**src/rtl/qr_load_ctrl_if.sv**
```systemverilog
// Handshake bundle between a matrix-load requester and qr_load_ctrl.
// master: drives start/abort/ld_stop; slave: drives load commands and status.
interface qr_load_ctrl_if;
    logic       start;
    logic       abort;
    logic       ld_stop;
    logic       ld_start;
    logic [1:0] ld_col;
    logic       busy;
    logic       done;
    logic       err;
    logic [7:0] mat_cnt;

    modport master (
        output start, abort, ld_stop,
        input  ld_start, ld_col, busy, done, err, mat_cnt
    );

    modport slave (
        input  start, abort, ld_stop,
        output ld_start, ld_col, busy, done, err, mat_cnt
    );
endinterface

```
**src/rtl/qr_load_ctrl.sv**
```systemverilog
// Sequences NCOL column loads of a Q matrix, with load timeout and abort.
// Ports: clk, reset (sync, active-high), bus (slave: start/abort/ld_stop in;
// ld_start/ld_col/busy/done/err/mat_cnt out). All outputs are Moore.
module qr_load_ctrl #(
    parameter int NCOL    = 3,
    parameter int TIMEOUT = 8
) (
    input  logic          clk,
    input  logic          reset,
    qr_load_ctrl_if.slave bus
);

    localparam logic [2:0] IDLE  = 3'd0;
    localparam logic [2:0] ISSUE = 3'd1;
    localparam logic [2:0] WAIT  = 3'd2;
    localparam logic [2:0] DONE  = 3'd3;
    localparam logic [2:0] ERR   = 3'd4;

    localparam logic [1:0] LAST_COL = 2'(NCOL - 1);
    localparam logic [7:0] T_LAST   = 8'(TIMEOUT - 1);

    logic [2:0] state_q, state_d;
    logic [1:0] col_q, col_d;
    logic [7:0] timer_q, timer_d;
    logic [7:0] mat_cnt_q, mat_cnt_d;
    logic [1:0] ld_col_q, ld_col_d;

    always_comb begin
        state_d   = state_q;
        col_d     = col_q;
        timer_d   = timer_q;
        mat_cnt_d = mat_cnt_q;
        ld_col_d  = ld_col_q;

        if (bus.abort && (state_q != IDLE)) begin
            state_d = IDLE;
            col_d   = 2'd0;
            timer_d = 8'd0;
        end else begin
            unique case (state_q)
                IDLE: begin
                    if (bus.start) begin
                        state_d = ISSUE;
                        col_d   = 2'd0;
                    end
                end
                ISSUE: begin
                    state_d = WAIT;
                    timer_d = 8'd0;
                end
                WAIT: begin
                    // A stop arriving on the final timer cycle still counts.
                    if (bus.ld_stop) begin
                        if (col_q == LAST_COL) begin
                            state_d = DONE;
                        end else begin
                            state_d = ISSUE;
                            col_d   = col_q + 2'd1;
                        end
                    end else if (timer_q == T_LAST) begin
                        state_d = ERR;
                    end else begin
                        timer_d = timer_q + 8'd1;
                    end
                end
                DONE: begin
                    state_d   = IDLE;
                    col_d     = 2'd0;
                    mat_cnt_d = mat_cnt_q + 8'd1;
                end
                ERR: begin
                    state_d = ERR;
                end
                default: begin
                    state_d = IDLE;
                end
            endcase
        end

        // ld_col only changes when a new column is issued.
        if (state_d == ISSUE) begin
            ld_col_d = col_d;
        end
    end

    always_ff @(posedge clk) begin
        if (reset) begin
            state_q   <= IDLE;
            col_q     <= 2'd0;
            timer_q   <= 8'd0;
            mat_cnt_q <= 8'd0;
            ld_col_q  <= 2'd0;
        end else begin
            state_q   <= state_d;
            col_q     <= col_d;
            timer_q   <= timer_d;
            mat_cnt_q <= mat_cnt_d;
            ld_col_q  <= ld_col_d;
        end
    end

    assign bus.ld_start = (state_q == ISSUE);
    assign bus.ld_col   = ld_col_q;
    assign bus.busy     = (state_q == ISSUE) || (state_q == WAIT) ||
                          (state_q == DONE);
    assign bus.done     = (state_q == DONE);
    assign bus.err      = (state_q == ERR);
    assign bus.mat_cnt  = mat_cnt_q;

endmodule

```
**src/flat_wrapper.sv**
```systemverilog
// flat-port wrapper written by rule: the top's interface ports become plain ports
module qr_load_ctrl_flat 
#(
    parameter int NCOL    = 3,
    parameter int TIMEOUT = 8
)
  (clk, reset, bus_start, bus_abort, bus_ld_stop, bus_ld_start, bus_ld_col, bus_busy, bus_done, bus_err, bus_mat_cnt);
  qr_load_ctrl_if bus_i ();
  input  logic clk;
  input  logic reset;
  input wire logic [$bits(bus_i.start)-1:0] bus_start;
  input wire logic [$bits(bus_i.abort)-1:0] bus_abort;
  input wire logic [$bits(bus_i.ld_stop)-1:0] bus_ld_stop;
  output wire logic [$bits(bus_i.ld_start)-1:0] bus_ld_start;
  output wire logic [$bits(bus_i.ld_col)-1:0] bus_ld_col;
  output wire logic [$bits(bus_i.busy)-1:0] bus_busy;
  output wire logic [$bits(bus_i.done)-1:0] bus_done;
  output wire logic [$bits(bus_i.err)-1:0] bus_err;
  output wire logic [$bits(bus_i.mat_cnt)-1:0] bus_mat_cnt;
  assign bus_i.start = bus_start;
  assign bus_i.abort = bus_abort;
  assign bus_i.ld_stop = bus_ld_stop;
  assign bus_ld_start = bus_i.ld_start;
  assign bus_ld_col = bus_i.ld_col;
  assign bus_busy = bus_i.busy;
  assign bus_done = bus_i.done;
  assign bus_err = bus_i.err;
  assign bus_mat_cnt = bus_i.mat_cnt;
  qr_load_ctrl #(.NCOL(NCOL), .TIMEOUT(TIMEOUT)) u_core (.clk(clk), .reset(reset), .bus(bus_i));
endmodule
```
**config.mk**
```make
export PLATFORM = sky130hd
export DESIGN_NAME = qr_load_ctrl_flat
export DESIGN_NICKNAME = d
export VERILOG_FILES = /design/src/rtl/qr_load_ctrl_if.sv /design/src/rtl/qr_load_ctrl.sv /design/src/flat_wrapper.sv
export SDC_FILE = /design/constraint.sdc
export NUM_CORES = 1
export LEC_CHECK = 0
export ABC_AREA = 1
export CAP_MARGIN = 10
export CORE_UTILIZATION = 54
export DETAILED_ROUTE_END_ITERATION = 8
export PLACE_DENSITY_LB_ADDON = 0.1
export SLEW_MARGIN = 25
export SYNTH_ARGS = -nofsm -noshare
export SYNTH_HDL_FRONTEND = slang
export SYNTH_SLANG_ARGS = --single-unit
export TNS_END_PERCENT = 20
```
**constraint.sdc**
```tcl
create_clock -name clk -period 1.7 [get_ports clk]
set_clock_uncertainty 0.15 [all_clocks]
set_input_delay 0.17 -clock clk [delete_from_list [all_inputs] [get_ports clk]]
set_output_delay 0.17 -clock clk [all_outputs]
set_load 0.01 [all_outputs]
```
==> run summary <==
The highest cell delay on the worst timing path came out at between 0.3 and 0.4 ns. For the worst setup path, the data arrival time is approximately 1.4 ns. No sink is reached through more buffers than the 2 on the longest clock path. For this design the ratio of total power to cell area is ~600 nW/µm². The die outline width is between 50 and 60 µm. In the layout the commonest cells are sky130_fd_sc_hd__nand2_1, sky130_fd_sc_hd__inv_1, sky130_fd_sc_hd__nor2_1, sky130_fd_sc_hd__dfxtp_1, sky130_fd_sc_hd__clkdlybuf4s50_1. The repair_antennas step left the layout with diodes totalling 0. Setup repair after global routing could not meet its margin everywhere. The reported leakage power is around 0.76 nW.

The count of vias placed by the detailed router came out at between 1000 and 1500. At the worst endpoint, the required time is between 1 and 1.5 ns. OpenSTA, run right after detailed placement, puts the worst setup slack at between 0.08 and 0.09 ns. The die covers 2774 µm².

The slowest stage of the critical path belongs to the cell sky130_fd_sc_hd__dfxtp_4. The post-detailed-route DRC marker count came out at 0. The cell at the root of the clock tree is sky130_fd_sc_hd__clkbuf_4. After routing the design area is 1704 µm². The number of cells produced by synthesis came out at just over 200. In this run the tightest slew margin relative to its limit is a little over 80%. The remaining number of nets flagged by the antenna check after routing came out at 0. The number of global-route vias before repair came out at roughly 1200. The number of warnings issued by yosys came out at 0. The initialized floorplan defines 17 standard-cell rows. The signal on the critical path passes through buf_4 > inv_1 > nand2_1 > nor2_1 > clkdlybuf4s15_1.

The post-synthesis area per instance came out at around 6.7 µm². The share of the cycle needed by the critical path after routing came out at 98.20%. The share of final-layout standard cells stronger than drive strength 1 came out at between 20% and 30%.

The core area came out at around 2300 µm². The post-synthesis to final-layout area growth is 22.92%. Dividing the detail-routed wire length by the instance count gives between 10 and 15 µm. The initial antenna violation count is 0. The final count of hold timing violations is 0. The unique cell type count in the Yosys netlist came out at 24. Global routing finished with a remaining overflow of 0. The clock network latency to the later pin of the worst-skew pair is around 0.31 ns. The flow ran to the end, and the final reports show no timing, DRC or antenna violations. After detailed routing, the number of vias per cell comes to just over 5. The top-area cell type share of the netlist area is about a third.

The number of setup violations in the final report is 0. Counting every net in the synthesized netlist gives about 220. The total power consumption of the routed design is 0.001018 W. The layout net count came out at approximately 250. The type of origin of the critical path is a register.

The die height came out at roughly 53 µm. The post-synthesis sequential element count is 23. The classification of the worst-slack hold path is reg2reg. Entering global routing, the biggest net connects 14 pins. The total routing usage reported by global routing is roughly a quarter. In the post-synthesis netlist, the biggest area contributors are sky130_fd_sc_hd__dfxtp_1, sky130_fd_sc_hd__nand2_1, sky130_fd_sc_hd__inv_1. The number of max-slew violations in the final report was 0. At the end of routability-driven placement, the weighted congestion stood at 0.8643. The sequential fraction of the synthesis area is roughly a third.

The number of buffers and inverters on the critical path is 3. The final period demand of the worst path is ~1.7 ns. Leaving out filler cells and counting taps, the final layout contains approximately 260. The worst setup path is of the reg2out kind. The critical path endpoint category is an output port. After clock tree synthesis, the flow added hold-fix buffers numbering 0. The largest fanout on the critical path came out at 4. The cell type with the highest aggregate area in the netlist is sky130_fd_sc_hd__dfxtp_1. The CTS sink count came out at 23. The maximum level of the CTS H-tree came out at 1. The initial core utilization came out at between 50 and 60%. TritonCTS built the clock tree. The number of maximum-capacitance violations is 0.

The top-level port count came out at 19. The number of clock buffers added by TritonCTS is 3. The final wirelength came out at around 3200 µm. The wire-length estimate of the detail-placed layout is between 2000 and 2500 µm. The gate family responsible for the most delay along the worst path is buffers and inverters.

The standard cell area after detailed placement is about 1600 µm². The maximum VDD drop came out at roughly 540 µV. After synthesis the cells add up to 1386 µm².

Including well taps, the total number of placed cells is approximately 260. Port buffering added 18 buffers. The maximum achievable frequency came out at between 500 and 600 MHz. The clock transition at the register clock pins on the worst setup and hold paths after CTS came out at around 0.13 ns. The number of detailed-routing iterations run before antenna repair is 4. The first-iteration detailed-routing DRC count came out at 49. The post-route worst setup slack is between 0.03 and 0.04 ns. The first-pass GRT wire length is just over 5000 µm.

The slew of the pin with the lowest slew margin is 0.2645 ns. Leaving out fill and tap cells, the most frequent cell in the layout is sky130_fd_sc_hd__nand2_1.
==> cells by family (layout without fill, tap and decap cells) <==
family	count (synthesis)	in the layout	synth area share [%]
flip-flops	23	23	33.21
AND/OR/NAND/NOR	110	110	38.36
buffers and inverters	40	68	11.01
adder cells (fa/ha/maj)	4	4	3.610
AO/OA/AOI/OAI	27	27	11.91
XOR/XNOR	3	3	1.896
==> state kept, by name (all words and copies together), names as in the netlist <==
name and cells:
u_core.state_q 3, u_core.col_q 2, u_core.timer_q 8, u_core.bus.mat_cnt 8, u_core.bus.ld_col 2
==> layer usage <==
layer	track usage (%)	up-vias	routed length, µm
li1	-	700	-
met1	30.99	619	1435
met2	41.98	32	1552
met3	4.928	4	146
met4	8.333	0	25
met5	0	-	0
==> synth_stat cells <==
| cell type | count |
|---|---|
| sky130_fd_sc_hd__nand2_1 | 51 |
| sky130_fd_sc_hd__inv_1 | 35 |
| sky130_fd_sc_hd__nor2_1 | 24 |
| sky130_fd_sc_hd__dfxtp_1 | 23 |
| sky130_fd_sc_hd__a21oi_1 | 10 |
| sky130_fd_sc_hd__nand2_2 | 10 |
| sky130_fd_sc_hd__a21oi_2 | 7 |
| sky130_fd_sc_hd__nand3_1 | 7 |
| sky130_fd_sc_hd__nand4_1 | 6 |
| sky130_fd_sc_hd__o21ai_0 | 5 |
| sky130_fd_sc_hd__ha_1 | 4 |
| sky130_fd_sc_hd__inv_2 | 4 |
| sky130_fd_sc_hd__o21ai_1 | 4 |
| sky130_fd_sc_hd__nand3_2 | 3 |
| sky130_fd_sc_hd__xor2_1 | 3 |
| sky130_fd_sc_hd__nor2_2 | 2 |
| sky130_fd_sc_hd__nor2_4 | 2 |
| sky130_fd_sc_hd__inv_4 | 1 |
| sky130_fd_sc_hd__nand2_4 | 1 |
| sky130_fd_sc_hd__nor3_1 | 1 |
| sky130_fd_sc_hd__nor3_2 | 1 |
| sky130_fd_sc_hd__nor3_4 | 1 |
| sky130_fd_sc_hd__nor3b_1 | 1 |
| sky130_fd_sc_hd__o2111ai_1 | 1 |
==> stage by stage <==
stage	hold WS, ns	TNS, ns	utilization [%]
floorplan	0.08907	0	-
finish	0.3440	0	73.50
global placement	0.3099	0	70.37
CTS	0.3467	-0.2756	71.67
detailed placement	0.3168	0	70.37
global route	0.3756	-0.1061	73.50
==> where the power goes <==
part	total [W]	switching [W]	internal, W
clock	0.000259	0.000171	0.0000879
sequential	0.000563	0.0000118	0.000551
combinational	0.000196	0.000122	0.0000735
total	0.00102	0.000305	0.000713
==> layout make-up <==
| class | instances | area (µm²) |
|---|---|---|
| Tap cell | 28 | 35.03 |
| Fill cell | 198 | 614.3 |
| Sequential cell | 23 | 469.2 |
| Timing Repair Buffer | 24 | 229.0 |
| Inverter | 40 | 155.1 |
| Clock inverter | 1 | 5.005 |
| Clock buffer | 3 | 22.52 |
| Multi-Input combinational cell | 144 | 788.3 |
==> path summary, 6_finish.rpt <==
kind,from,to,slack (ns),depth (start not counted)
setup / recovery,u_core.state_q[0],bus_err,0.03,5
hold / removal,u_core.bus.mat_cnt[6],u_core.bus.mat_cnt[6],0.34,1
setup reg to reg,u_core.state_q[0],u_core.timer_q[1],0.07,8
hold reg to reg,u_core.bus.mat_cnt[6],u_core.bus.mat_cnt[6],0.34,1
==> what timing repair did <==
action                     CTS  global route
setup buffers                0             2
setup endpoints to repair    4            10
pin swaps                    0             0
resized for setup            5            10
Power figures use the tool's default switching activity.
